<file path="src/rtl/stopwatch_pkg.sv">
// Shared types and constants for the stopwatch control FSM.
package stopwatch_pkg;

  localparam int unsigned DIGIT_W     = 4;
  localparam int unsigned LAP_W       = 4;
  localparam int unsigned MAX_LAP_DEF = 9;

  localparam logic [DIGIT_W-1:0] FULL_MIN1  = 4'd9;
  localparam logic [DIGIT_W-1:0] FULL_SEC10 = 4'd5;
  localparam logic [DIGIT_W-1:0] FULL_SEC1  = 4'd9;
  localparam logic [DIGIT_W-1:0] FULL_MS100 = 4'd9;

  typedef enum logic [2:0] {
    S_IDLE,
    S_RUN,
    S_LAP,
    S_STOP,
    S_FULL
  } state_t;

endpackage

</file>
<file path="src/rtl/btn_edge.sv">
// Two-flop synchroniser followed by a rising-edge detector; one pulse per press.
module btn_edge (
  input  logic clk,
  input  logic i_rst_n,
  input  logic i_btn,
  output logic o_pulse
);

  logic r_sync1;
  logic r_sync2;
  logic r_prev;

  always_ff @(posedge clk) begin
    if (!i_rst_n) begin
      r_sync1 <= 1'b0;
      r_sync2 <= 1'b0;
      r_prev  <= 1'b0;
    end else begin
      r_sync1 <= i_btn;
      r_sync2 <= r_sync1;
      r_prev  <= r_sync2;
    end
  end

  assign o_pulse = r_sync2 & ~r_prev;

endmodule

</file>
<file path="src/rtl/stopwatch_ctrl.sv">
// Stopwatch control: button handling, run/lap/stop FSM, lap capture and full-scale stop.
module stopwatch_ctrl
  import stopwatch_pkg::*;
#(
  parameter int unsigned MAX_LAP = MAX_LAP_DEF
) (
  input  logic               clk_10Hz,
  input  logic               clr_n,
  input  logic               btn_ss,
  input  logic               btn_lr,
  input  logic [DIGIT_W-1:0] min1,
  input  logic [DIGIT_W-1:0] sec10,
  input  logic [DIGIT_W-1:0] sec1,
  input  logic [DIGIT_W-1:0] ms100,
  output logic               sw_en,
  output logic               sw_clr,
  output logic [DIGIT_W-1:0] disp_min1,
  output logic [DIGIT_W-1:0] disp_sec10,
  output logic [DIGIT_W-1:0] disp_sec1,
  output logic [DIGIT_W-1:0] disp_ms100,
  output logic [LAP_W-1:0]   lap_cnt,
  output logic               full
);

  state_t             r_state;
  logic [LAP_W-1:0]   r_lap_cnt;
  logic [DIGIT_W-1:0] r_lap_min1;
  logic [DIGIT_W-1:0] r_lap_sec10;
  logic [DIGIT_W-1:0] r_lap_sec1;
  logic [DIGIT_W-1:0] r_lap_ms100;

  logic w_ss_p;
  logic w_lr_p;
  logic w_at_full;

  btn_edge u_ss_edge (
    .clk     (clk_10Hz),
    .i_rst_n (clr_n),
    .i_btn   (btn_ss),
    .o_pulse (w_ss_p)
  );

  btn_edge u_lr_edge (
    .clk     (clk_10Hz),
    .i_rst_n (clr_n),
    .i_btn   (btn_lr),
    .o_pulse (w_lr_p)
  );

  assign w_at_full = (min1 == FULL_MIN1) && (sec10 == FULL_SEC10) &&
                     (sec1 == FULL_SEC1) && (ms100 == FULL_MS100);

  // Full scale outranks buttons; start/stop outranks lap/reset.
  always_ff @(posedge clk_10Hz) begin
    if (!clr_n) begin
      r_state     <= S_IDLE;
      r_lap_cnt   <= '0;
      r_lap_min1  <= '0;
      r_lap_sec10 <= '0;
      r_lap_sec1  <= '0;
      r_lap_ms100 <= '0;
    end else begin
      case (r_state)
        S_IDLE: begin
          if (w_ss_p) r_state <= S_RUN;
        end
        S_RUN: begin
          if (w_at_full) begin
            r_state <= S_FULL;
          end else if (w_ss_p) begin
            r_state <= S_STOP;
          end else if (w_lr_p) begin
            r_state     <= S_LAP;
            r_lap_min1  <= min1;
            r_lap_sec10 <= sec10;
            r_lap_sec1  <= sec1;
            r_lap_ms100 <= ms100;
            if (r_lap_cnt != LAP_W'(MAX_LAP)) r_lap_cnt <= r_lap_cnt + LAP_W'(1);
          end
        end
        S_LAP: begin
          if (w_at_full)   r_state <= S_FULL;
          else if (w_ss_p) r_state <= S_STOP;
          else if (w_lr_p) r_state <= S_RUN;
        end
        S_STOP: begin
          if (w_ss_p) begin
            r_state <= S_RUN;
          end else if (w_lr_p) begin
            r_state   <= S_IDLE;
            r_lap_cnt <= '0;
          end
        end
        S_FULL: begin
          if (w_lr_p) begin
            r_state   <= S_IDLE;
            r_lap_cnt <= '0;
          end
        end
        default: r_state <= S_IDLE;
      endcase
    end
  end

  // Enable is gated by full scale so the counter never wraps to 0:00.0.
  assign sw_en   = ((r_state == S_RUN) || (r_state == S_LAP)) && !w_at_full;
  assign sw_clr  = (r_state == S_IDLE);
  assign full    = (r_state == S_FULL);
  assign lap_cnt = r_lap_cnt;

  assign disp_min1  = (r_state == S_LAP) ? r_lap_min1  : min1;
  assign disp_sec10 = (r_state == S_LAP) ? r_lap_sec10 : sec10;
  assign disp_sec1  = (r_state == S_LAP) ? r_lap_sec1  : sec1;
  assign disp_ms100 = (r_state == S_LAP) ? r_lap_ms100 : ms100;

endmodule

</file>
<file path="config.mk">
export PLATFORM = sky130hd
export DESIGN_NAME = stopwatch_ctrl
export DESIGN_NICKNAME = d
export VERILOG_FILES = /design/src/rtl/stopwatch_pkg.sv /design/src/rtl/btn_edge.sv /design/src/rtl/stopwatch_ctrl.sv
export SDC_FILE = /design/constraint.sdc
export NUM_CORES = 1
export LEC_CHECK = 0
export BUFFER_PORTS_ARGS = -buffer_cell sky130_fd_sc_hd__buf_2
export CAP_MARGIN = 15
export CORE_ASPECT_RATIO = 0.8
export CORE_MARGIN = 10
export CORE_UTILIZATION = 51
export CTS_CLUSTER_SIZE = 10
export DETAILED_ROUTE_END_ITERATION = 12
export PLACE_DENSITY_LB_ADDON = 0.2
export SYNTH_ARGS = -nofsm -noshare
export SYNTH_HDL_FRONTEND = slang
export SYNTH_SLANG_ARGS = --single-unit
</file>
<file path="constraint.sdc">
create_clock -name clk_10Hz -period 2.25 [get_ports clk_10Hz]
set_input_delay 0.225 -clock clk_10Hz [delete_from_list [all_inputs] [get_ports clk_10Hz]]
set_output_delay 0.225 -clock clk_10Hz [all_outputs]
set_load 0.01 [all_outputs]
</file>
=== After elaboration in Yosys (flattened, before gate mapping) ===
Cells that the tools add are included.

* Register bits: 29
* Input bits: 20
* Word-level logic and storage cells: 68

* Add/subtract/negate cells: 1
* Eq/ne operators: 17
* Multiplexer cells: 21
* Bitwise operators: 6
* Reduce and logical (&&, ||, !) cells: 11

{| class="wikitable"
|+ Operator list
! operator !! count
|-
| two-way mux 4 bit || 10
|-
| two-way mux 3 bit || 9
|-
| case mux 3 bit (5 select lines) || 1
|-
| == test 4 bit, second input constant || 3
|-
| case mux 4 bit (3 select lines) || 1
|-
| != test 2 bit, second input constant || 4
|-
| != test 4 x 2 -> 1 bit, second input constant || 2
|-
| == test 3 x 2 -> 1 bit, second input constant || 2
|-
| AND reduction 6 bit || 1
|-
| adder 4 x 1 -> 4 bit, second input constant || 1
|-
| == test 4 x 3 -> 1 bit, second input constant || 1
|-
| logical AND 1 bit || 4
|-
| != test 2 x 1 -> 1 bit, second input constant || 2
|-
| != test 4 bit, second input constant || 1
|-
| inverter 1 bit || 4
|-
| AND reduction 4 bit || 1
|-
| == test 3 x 1 -> 1 bit, second input constant || 1
|-
| == test 3 bit, second input constant || 1
|-
| zero test 3 bit || 1
|-
| AND reduction 3 bit || 1
|-
| nonzero test 3 bit || 1
|-
| bitwise AND 1 bit || 2
|-
| zero test 1 bit || 1
|-
| logical OR 1 bit || 1
|}

=== Longest topological paths before layout ===
Gate-level depths: netlist of run 1.

* Depth after elaboration: 6
* Mapped depth: 7
* Mapped depth without buffers: 7

=== By module ===
A second synthesis of run 1 with hierarchy kept.

* Cells, all modules: 174
* Area total of the unflattened synthesis: 1529.0 um^2

{| class="wikitable"
|+ By module, submodules not included
! module !! instances !! cells an instance !! area each (um^2) !! seq. area each (um^2)
|-
| stopwatch_ctrl || 1 || 160 || 1343.8 || 460.4
|-
| btn_edge || 2 || 7 || 92.6 || 60.1
|}

=== Worst setup path before layout of run 1 ===
Ideal clock, no wire load.

* Path kind: register to output
* Start: register r_state[2]
* End: output port disp_min1[2]
* Data arrival time: 1567 ps
* Path slack: 458 ps
* Cell stages (with the launch flop): 6
* Path buffers: 2
* Cell sequence: dfxtp_1 > nor2_1 > and2_1 > clkbuf_1 > clkbuf_1 > mux2_2

* Cells in the longest elaborated chain, start to end: 2

{| class="wikitable"
|+ Ends and longest elaborated chain
! element !! line !! RTL
|-
| from (decl) || stopwatch_ctrl.sv:25 || <nowiki>state_t r_state;</nowiki>
|-
| from (signal assigned) || stopwatch_ctrl.sv:56 || <nowiki>r_state <= S_IDLE;</nowiki>
|-
| from (signal assigned) || stopwatch_ctrl.sv:65 || <nowiki>if (w_ss_p) r_state <= S_RUN;</nowiki>
|-
| from (signal assigned) || stopwatch_ctrl.sv:69 || <nowiki>r_state <= S_FULL;</nowiki>
|-
| == test 3 x 2 -> 1 bit || stopwatch_ctrl.sv:111 || <nowiki>assign disp_min1 = (r_state == S_LAP) ? r_lap_min1 : min1;</nowiki>
|-
| two-way mux 4 bit || stopwatch_ctrl.sv:111 ||
|-
| to (decl) || stopwatch_ctrl.sv:17 || <nowiki>output logic [DIGIT_W-1:0] disp_min1,</nowiki>
|}

No other way between the ends.

=== Final worst setup path of run 1 ===
* Start: register r_state[0]
* End: output port disp_ms100[1]

* Cells in the longest elaborated chain, start to end: 2

{| class="wikitable"
|+ Ends and longest elaborated chain
! element !! line !! RTL
|-
| == test 3 x 2 -> 1 bit || stopwatch_ctrl.sv:114 || <nowiki>assign disp_ms100 = (r_state == S_LAP) ? r_lap_ms100 : ms100;</nowiki>
|-
| two-way mux 4 bit || stopwatch_ctrl.sv:114 ||
|-
| to (decl) || stopwatch_ctrl.sv:20 || <nowiki>output logic [DIGIT_W-1:0] disp_ms100,</nowiki>
|}

No other way between the ends.

==> impl_metrics.tcl, run 1 <==
set metrics [dict create \
    nets 222 \
    synth_mux_area_share_pct 22.8 \
    post-route-drc-count 0 \
    cts_resized 0 \
    avgViaCountPerCell 5.43 \
    worstSetupStartpointType "flip-flop" \
    drtPass1Iterations 4 \
    syn_inst 155 \
    critPathMaxFanout 16 \
    row_count 17 \
    critPathRequiredTime_ns 2.03 \
    slew_violations 0 \
    io_pins 43 \
    postCtsHoldBufs 0 \
    ys_async_sr_fraction_pct 0 \
    post-route-min-period_ns 2.03 \
    tns_ns 0 \
    track_usage_pct 13.5 \
    grt_max_degree 17 \
    seq_area_frac_synth_pct 38.9 \
    dr.first_iter.drc_count 98 \
    slew_headroom_pct 38.3 \
    clk_pin_slew_ns 0.06 \
    end_kind "output pin" \
    cts_buffers 5 \
    clock.fmax_mhz 493 \
    fin_hold_ws_ns 0.150 \
    wirelength_um 3600 \
    synth_cell_types 38 \
    synthesis.area_um2 1490 \
    vias 1298 \
    postCtsSetupBuffers 0 \
    cts_root_buffer "clkbuf_8" \
    h-tree-depth 2 \
    synth_top_family_by_area "multiplexers" \
    worstPathArrival_ns 1.80 \
    syn_nets 177 \
    syn_to_final_growth_pct 24.0 \
    synth_edf_count 0 \
    p_seq_share_pct 43.9 \
    wl_per_cell_um 15.1 \
    finalHoldViolCount 0 \
    die_y_um 68.4 \
    yosys_register_bits 29 \
    io_buffers 42 \
    final_area_um2 1850 \
    start_util_pct 53.6 \
    switching_share_pct 21.9 \
    status "completed" \
    skew_ns 0.00956 \
    p_comb_share_pct 9.8 \
    yosys_warnings 0 \
    place_area_um2 1740 \
    antenna_left 0 \
    timing.max_cap.violations 0 \
    ir_drop_mv 0.455 \
    internal_power_mw 0.939 \
    drive_gt1_share_pct 35.8 \
    diodes 0 \
    period_share_pct 90.1 \
    power_density_nw_per_um2 649 \
    synth_ff_type "dfxtp_1" \
    die_w_um 80.5 \
    cts_tree "built" \
    cts_buffer_depth 2 \
    grt_pass1_vias 1272 \
    synthXorXnorAreaFrac_pct 0.586 \
    tightestPinTransition_ns 0.922 \
    critPathKind "reg2out" \
    hold_path_class "in2reg" \
    hpwl_um 2750 \
    overflow 0 \
    power_frac_clock_pct 46.4 \
    syn_avg_cell_area_um2 9.64 \
    synth_fa_ha_area_share_pct 1.68 \
    p_sw_mw 0.264 \
    antenna_found_initial 0 \
    synth_compound_area_share_pct 9.38 \
    core_um2 2790 \
    setup_viol 0 \
    grt_pass1_wl_um 5830 \
    clkSinkCount 29 \
    finish.utilization_pct 66.5 \
    cellLeakagePower_nw 0.741 \
    yosys.area_share.simple_pct 22.7 \
    die-area_um2 5510 \
    clock_latency_ns 0.28 \
    place.gp.congestion 0.870 \
    rsz0062_at_grt "no" \
]
[layout by cell type, fill, tap and decap left out, drive strengths merged, types with 4 or more instances in the layout]
cell,instances
buf,46
dfxtp,29
nor2,22
mux2,16
mux2i,16
and2,7
nand2,7
clkbuf,7
nand2b,4
nor3,4
[state kept, by name, indices dropped and copies added (netlist names)]
register and flops:
r_lap_sec10 4, lap_cnt 4, r_lap_ms100 4, u_ss_edge.r_prev 1, u_lr_edge.r_prev 1, u_ss_edge.r_sync1 1, r_lap_sec1 4, r_state 3
u_lr_edge.r_sync1 1, r_lap_min1 4, u_ss_edge.r_sync2 1, u_lr_edge.r_sync2 1
[worst paths after layout]
path	start	endpoint	slack [ns]	cells after the start
worst min-delay path	btn_lr	u_lr_edge.r_sync1$_SDFF_PN0_	0.15	2
worst min register to register	u_ss_edge.r_sync1$_SDFF_PN0_	u_ss_edge.r_sync2$_SDFF_PN0_	0.43	1
worst max-delay path	r_state[0]$_SDFFE_PN0P_	disp_ms100[1]	0.22	5
worst max register to register	r_state[0]$_SDFFE_PN0P_	r_lap_sec1[1]$_SDFFE_PN0P_	0.25	4
[kinds of logic after synthesis]
family / count (synthesis)
xor gates and xnor gates: 1
buffers and inverters: 12
muxes: 32
adders and majority gates: 2
and+or+nand+nor: 60
DFF: 29
AOI/OAI and AO/OA: 19
[area by class of cell]
cell class,instances,area (um2)
Multi-Input combinational cell,114,853
Timing Repair Buffer,46,240
Clock buffer,7,86.3
Sequential cell,29,581
Clock inverter,1,30.0
Tap cell,38,47.5
Inverter,4,15.0
Fill cell,223,933
[routing by layer]
| layer | GRT usage [%] | share of wire (%) | up-vias |
|---|---|---|---|
| met5 | 0 | 0 | - |
| met4 | 5.92 | 1.3 | 0 |
| met3 | 6.02 | 8.0 | 5 |
| met2 | 21.9 | 47 | 39 |
| met1 | 15.0 | 44 | 611 |
| li1 | - | - | 643 |
[synth_stat cells (all sizes together), types with 3 or more instances]
cell | instances | share of area (%)
dfxtp | 29 | 39
nor2 | 22 | 5.5
mux2 | 16 | 12
mux2i | 16 | 11
and2 | 7 | 2.9
nand2 | 7 | 1.8
clkbuf | 6 | 1.5
nand2b | 4 | 1.7
nor3 | 4 | 2.1
a21oi | 3 | 1.0
inv | 3 | 0.75
nor2b | 3 | 1.3
o21ai | 3 | 1.0
[worst max-delay path: stages, from the launching register on]
cell	delay (ns)
dfxtp_1	0.60
nor2_1	0.12
and2_1	0.17
buf_4	0.20
mux2_2	0.29
buf_2	0.14
[stage by stage]
| step | worst slack, ns | total power [mW] | instances |
|---|---|---|---|
| after global placement | 0.282 | 0.655 | 231 |
| after detailed placement | 0.211 | 0.657 | 231 |
| after global routing | 0.0680 | 1.25 | 239 |
| after floorplan | 0.458 | 0.603 | 155 |
| after CTS | 0.234 | 1.21 | 239 |
| final | 0.222 | 1.20 | 239 |
[power by group through the flow]
stage	registers (mW)	clock network (mW)	logic, mW
final	0.528	0.558	0.117
after CTS	0.528	0.568	0.119
after global placement	0.539	0	0.116
after detailed placement	0.539	0	0.118
after global routing	0.529	0.596	0.129
after floorplan	0.536	0	0.0674
(Power assumes the default switching activity.)
==> inputs of run 2 (changes only) <==
--- a/config.mk
+++ b/config.mk
@@ -5,13 +5,15 @@
 export SDC_FILE = /design/constraint.sdc
 export NUM_CORES = 1
 export LEC_CHECK = 0
+export ABC_AREA = 1
 export BUFFER_PORTS_ARGS = -buffer_cell sky130_fd_sc_hd__buf_2
 export CAP_MARGIN = 15
 export CORE_ASPECT_RATIO = 0.8
 export CORE_MARGIN = 10
-export CORE_UTILIZATION = 51
+export CORE_UTILIZATION = 52
 export CTS_CLUSTER_SIZE = 10
 export DETAILED_ROUTE_END_ITERATION = 12
+export MAX_ROUTING_LAYER = met4
 export PLACE_DENSITY_LB_ADDON = 0.2
 export SYNTH_ARGS = -nofsm -noshare
 export SYNTH_HDL_FRONTEND = slang
==> run 2 against run 1 <==
Net effect:
- final area grew 1.2%
- synthesized cell count grew 46%
- register-to-register slack gained 0.30 ns
- core utilization shrank 0.20 points
- sequential power grew 5.3%
- final cell count grew 29%
- count of clock-buffer cells in the layout shrank 1
- clock power shrank 28%
- area after synthesis grew 5.5%
- critical path depth grew 1
- non-clock buffer count shrank 3
- routed wire length shrank 4.8%
- largest cell class unchanged
==> impl_metrics.tcl, run 2 <==
set metrics [dict create \
    row_count 17 \
    h-tree-depth 2 \
    drtPass1Iterations 4 \
    post-route-min-period_ns 1.85 \
    clkSinkCount 29 \
    syn_nets 249 \
    wirelength_um 3430 \
    multi_input_area_um2 790 \
    track_usage_pct 12.5 \
    yosys_register_bits 29 \
    io_pins 43 \
    critPathRequiredTime_ns 2.03 \
    overflow 0 \
    cts_buffer_depth 2 \
    critPathMaxFanout 21 \
    register_area_um2 581 \
    yosysMostFrequentCell "nand2_1" \
    clock.fmax_mhz 541 \
    num-fill-cells 273 \
    worst-r2r-setup-slack_ns 0.55 \
    synth_area_leader_cell "dfxtp_1" \
    syn_inst 227 \
    final_cells 308 \
    synth.top_cells.by_area "dfxtp_1 (37%), nand2_1 (11%), inv_1 (8.6%)" \
    die-area_um2 5650 \
    ys_async_sr_fraction_pct 0 \
    synth_ff_type "dfxtp_1" \
    slew_headroom_pct 64.5 \
    drive_gt1_share_pct 29.6 \
    grt_pass1_wl_um 5620 \
    layout_common_cells "nand2_1 (45), buf_2 (42), inv_1 (36)" \
    core_um2 2830 \
    r2r-start "r_state[0]$_SDFFE_PN0P_" \
    start_util_pct 55.7 \
    grt_max_degree 33 \
    nets 291 \
    critPathKind "reg2out" \
    worstSetupStartpointType "flip-flop" \
    worstPathArrival_ns 1.62 \
    holdPathEnd "u_lr_edge.r_sync1$_SDFF_PN0_" \
    die_y_um 69.3 \
    power_density_nw_per_um2 708 \
    layout_commonest_cell "nand2_1" \
    status "completed" \
    cellLeakagePower_nw 0.894 \
    die_w_um 81.6 \
    postCtsSetupBuffers 0 \
    place_area_um2 1790 \
    seq_area_frac_synth_pct 36.8 \
    skew_ns 0.00552 \
    placedCellCount 300 \
    timing.max_cap.violations 0 \
    tns_ns 0 \
    dpl_worst_slack_ns 0.570 \
    p_comb_share_pct 27.7 \
    clock_latency_ns 0.28 \
    avgViaCountPerCell 4.66 \
    synthesis.area_um2 1580 \
    ir_drop_mv 0.462 \
    end_kind "output pin" \
    worst_hold_path.num_cells 3 \
    synth_edf_count 0 \
    period_share_pct 82.2 \
    setup_viol 0 \
    postCtsHoldBufs 0 \
    finalHoldViolCount 0 \
    synth_commonest_cells "nand2_1 (45), inv_1 (36), dfxtp_1 (29)" \
    finalWorstSetupSlack_ns 0.401 \
    clk_pin_slew_ns 0.06 \
    io_buffers 42 \
    cts_root_buffer "clkbuf_8" \
    cts_resized 0 \
    p_sw_mw 0.442 \
    wl_per_cell_um 11.1 \
    synth_top_area_share_pct 36.8 \
    cts_buffers 5 \
    synth_cell_types 24 \
    hpwl_um 2620 \
    hp-start "btn_lr" \
    p_seq_share_pct 41.8 \
    yosys_warnings 0 \
    power_frac_clock_pct 30.4 \
    slew_violations 0 \
    hold_path_class "in2reg" \
    syn_avg_cell_area_um2 6.94 \
    post-route-drc-count 0 \
    vias 1435 \
    diodes 0 \
    cts_tree "built" \
    rsz0062_at_grt "no" \
    place.gp.congestion 0.804 \
    r2r-end "r_lap_min1[1]$_SDFFE_PN0P_" \
    dr.first_iter.drc_count 67 \
    tightestPinTransition_ns 0.532 \
    grt_pass1_vias 1292 \
    antenna_found_initial 0 \
    switching_share_pct 33.2 \
    reg2reg_depth 7 \
    internal_power_mw 0.887 \
    antenna_left 0 \
    syn_to_final_growth_pct 19.0 \
    final_area_um2 1880 \
]
==> run 2: logic make-up (layout without fill, tap and decap cells) <==
| family | Yosys count | after routing | synth area share [%] |
|---|---|---|---|
| xor+xnor | 2 | 2 | 1.11 |
| simple gates | 85 | 85 | 25.6 |
| buf+inv | 50 | 93 | 13.1 |
| flops | 29 | 29 | 36.8 |
| compound gates | 59 | 59 | 21.7 |
| fa+ha+maj | 2 | 2 | 1.59 |
==> run 2: worst max-delay path by stage <==
stage | startpoint | to | slack [ns]
after floorplan | r_state[2]$_SDFFE_PN0P_ | disp_min1[0] | 1.03
after global placement | min1[0] | r_lap_min1[1]$_SDFFE_PN0P_ | 0.64
after detailed placement | r_state[0]$_SDFFE_PN0P_ | r_lap_ms100[1]$_SDFFE_PN0P_ | 0.57
after CTS | r_state[2]$_SDFFE_PN0P_ | disp_sec1[1] | 0.39
after global routing | r_state[2]$_SDFFE_PN0P_ | disp_sec1[1] | 0.25
final | r_state[2]$_SDFFE_PN0P_ | disp_sec1[1] | 0.40
==> run 2: area by class of cell <==
class,count,area share (%)
Clock buffer,6,3.87
Multi-Input combinational cell,148,42.1
Inverter,42,8.41
Tap cell,38,2.54
Timing Repair Buffer,43,11.6
Sequential cell,29,31.0
Clock inverter,2,0.534
==> run 2: worst max-delay path, cell delays in order (launching register included) <==
cell and delay [ns]:
dfxtp_1 0.37, nor2_1 0.06, nand2_1 0.32, buf_4 0.30
nand2_1 0.07, o21ai_0 0.07, buf_2 0.16
==> run 2: per-stage QoR <==
step | power, mW | util [%] | hold slack, ns
finish | 1.33 | 66.3 | 0.131
global route | 1.42 | 66.3 | 0.125
CTS | 1.34 | 66.3 | 0.121
detailed placement | 0.937 | 63.4 | 0.402
global placement | 0.932 | 63.4 | 0.394
floorplan | 0.825 | - | 0.323
==> run 2: routing by layer <==
metal / GRT usage (%) / vias to the layer above / share of wire, %
met4: 5.14 / 0 / 1.3
met1: 15.3 / 601 / 48
met3: 4.26 / 4 / 5.4
li1: - / 796 / -
met5: - / - / 0
met2: 18.3 / 34 / 45
==> run 2: power groups by stage <==
stage                     logic [mW]  registers, mW  clock network, mW
after CTS                      0.371          0.556              0.414
after floorplan                0.259          0.565                  0
after global routing           0.421          0.558              0.439
final                          0.369          0.556              0.404
after global placement         0.367          0.565                  0
after detailed placement       0.370          0.567                  0
==> inputs of run 3 (changes only) <==
==> constraint.sdc (replaced) <==
create_clock -name clk_10Hz -period 1.9 [get_ports clk_10Hz]
set_input_delay 0.19 -clock clk_10Hz [delete_from_list [all_inputs] [get_ports clk_10Hz]]
set_output_delay 0.19 -clock clk_10Hz [all_outputs]
set_load 0.01 [all_outputs]
==> run 3 against run 2 <==
Net effect:
- critical path depth up 1
- first-iteration DRC count up 85%
- die area unchanged
- count of clock-buffer cells in the layout grew 1
- final area grew 1.0%
- critical path type is now reg2reg
- critical endpoint is now r_lap_sec10[2]$_SDFFE_PN0P_
- final cell count did not move
- sequential share of layout area fell by 0.31 points
- routed wire length grew 0.12%
==> impl_metrics.tcl, run 3 (synthesis results as in run 2) <==
set metrics [dict create \
    wl_per_cell_um 11.2 \
    critPathKind "reg2reg" \
    slew_violations 0 \
    worstSetupStartpointType "flip-flop" \
    nets 291 \
    die_y_um 69.3 \
    grt_pass1_wl_um 5810 \
    vias 1488 \
    track_usage_pct 13.0 \
    internal_power_mw 1.12 \
    hp-start "btn_ss" \
    ir_drop_mv 0.631 \
    critPathBufInv 2 \
    cts_buffers 5 \
    row_count 17 \
    postCtsSetupBuffers 0 \
    slowest_delay_ns 0.44 \
    hold_path_class "in2reg" \
    placedCellCount 300 \
    tightestPinTransition_ns 0.536 \
    antenna_found_initial 0 \
    layout_commonest_cell "nand2_1" \
    cts_buffer_depth 2 \
    worst-r2r-setup-slack_ns 0.23 \
    cellLeakagePower_nw 0.904 \
    dpl_worst_slack_ns 0.254 \
    reg2reg_depth 7 \
    status "completed" \
    io_pins 43 \
    start_util_pct 55.7 \
    slew_headroom_pct 64.2 \
    post-route-min-period_ns 1.67 \
    wirelength_um 3440 \
    h-tree-depth 2 \
    place.gp.congestion 0.842 \
    critPathMaxFanout 32 \
    post-route-drc-count 0 \
    switching_share_pct 31.7 \
    worst_hold_path.num_cells 3 \
    avgViaCountPerCell 4.83 \
    critical-path-top-delay-family "simple AND/OR/NAND/NOR gates" \
    cts_tree "built" \
    finalHoldViolCount 0 \
    core_um2 2830 \
    worstPathArrival_ns 1.82 \
    holdPathEnd "u_ss_edge.r_sync1$_SDFF_PN0_" \
    end_kind "flip-flop" \
    p_seq_share_pct 39.9 \
    cts_resized 0 \
    report.power.total_mw 1.65 \
    power_frac_clock_pct 33.4 \
    drive_gt1_share_pct 30.0 \
    final_cells 308 \
    clk_pin_slew_ns 0.06 \
    num-fill-cells 241 \
    antenna_left 0 \
    grt_max_degree 33 \
    drtPass1Iterations 5 \
    fin_hold_ws_ns 0.0926 \
    syn_to_final_growth_pct 20.2 \
    r2r-start "r_state[0]$_SDFFE_PN0P_" \
    io_buffers 42 \
    multi_input_area_um2 790 \
    slowest_stage "nand4_4" \
    critPathRequiredTime_ns 2.05 \
    cts_root_buffer "clkbuf_8" \
    rsz0062_at_grt "no" \
    power_density_nw_per_um2 869 \
    grt_pass1_vias 1356 \
    timing.max_cap.violations 0 \
    tns_ns 0 \
    clock.fmax_mhz 600 \
    dr.first_iter.drc_count 124 \
    finalWorstSetupSlack_ns 0.234 \
    setup_viol 0 \
    diodes 0 \
    period_share_pct 87.7 \
    die_w_um 81.6 \
    p_comb_share_pct 26.6 \
    clock_latency_ns 0.28 \
    postCtsHoldBufs 0 \
    hpwl_um 2630 \
    skew_ns 0.00138 \
    register_area_um2 581 \
    p_sw_mw 0.522 \
    die-area_um2 5650 \
    clkSinkCount 29 \
    overflow 0 \
    layout_common_cells "nand2_1 (45), buf_2 (42), inv_1 (36)" \
    r2r-end "r_lap_sec10[2]$_SDFFE_PN0P_" \
    crit_path_cell_trace "inv_1 -> nor2_1 -> nand2_1 -> inv_2 -> nand4_4 -> o21ai_1 -> a21oi_2" \
]
-- run 3: changes by cell type in the layout (fill, tap and decap cells not counted), sizes merged --
| cell | change |
|---|---|
| clkinv | -1 |
| clkbuf | +1 |
-- run 3: worst max path at each step --
| stage | from | end | slack [ns] | cells past startpoint |
|---|---|---|---|---|
| 3_5_place_dp | r_state[0]$_SDFFE_PN0P_ | r_lap_sec10[2]$_SDFFE_PN0P_ | 0.25 | 7 |
| 4_1_cts | r_state[0]$_SDFFE_PN0P_ | r_lap_sec10[2]$_SDFFE_PN0P_ | 0.24 | 7 |
| 3_3_place_gp | r_state[0]$_SDFFE_PN0P_ | r_lap_ms100[0]$_SDFFE_PN0P_ | 0.30 | 7 |
| 2_1_floorplan | r_state[1]$_SDFFE_PN0P_ | lap_cnt[1]$_SDFFE_PN0P_ | 0.69 | 8 |
| 5_1_grt | r_state[0]$_SDFFE_PN0P_ | r_lap_sec10[2]$_SDFFE_PN0P_ | 0.1 | 7 |
| 6_report | r_state[0]$_SDFFE_PN0P_ | r_lap_sec10[2]$_SDFFE_PN0P_ | 0.23 | 7 |
-- run 3: layer usage --
layer	share of wire, %	up-vias	GRT usage (%)
met5	0	-	-
li1	-	797	-
met4	1.5	0	4.57
met1	48	641	15.5
met2	44	44	19.3
met3	6.2	6	4.78
-- run 3: per-stage QoR --
step	util (%)	instance area, um2
floorplan	-	1580
finish	67.0	1890
CTS	67.0	1890
global route	67.0	1890
global placement	63.4	1790
detailed placement	63.4	1790
-- run 3: power groups by stage --
stage	clock network, mW	logic [mW]	registers (mW)
finish	0.551	0.438	0.658
global route	0.594	0.505	0.659
CTS	0.564	0.443	0.658
detailed placement	0	0.441	0.671
global placement	0	0.435	0.669
floorplan	0	0.307	0.670
-- run 3: cell type report --
type	count	share of cell area, %
Sequential cell	29	30.6
Tap cell	38	2.51
Multi-Input combinational cell	148	41.7
Clock inverter	1	0.264
Clock buffer	7	5.09
Timing Repair Buffer	43	11.5
Inverter	42	8.32
-- run 3: worst min-delay path, cell delays in order --
cell	delay, ns
buf_2	0.07
nand2_1	0.04
inv_1	0.04
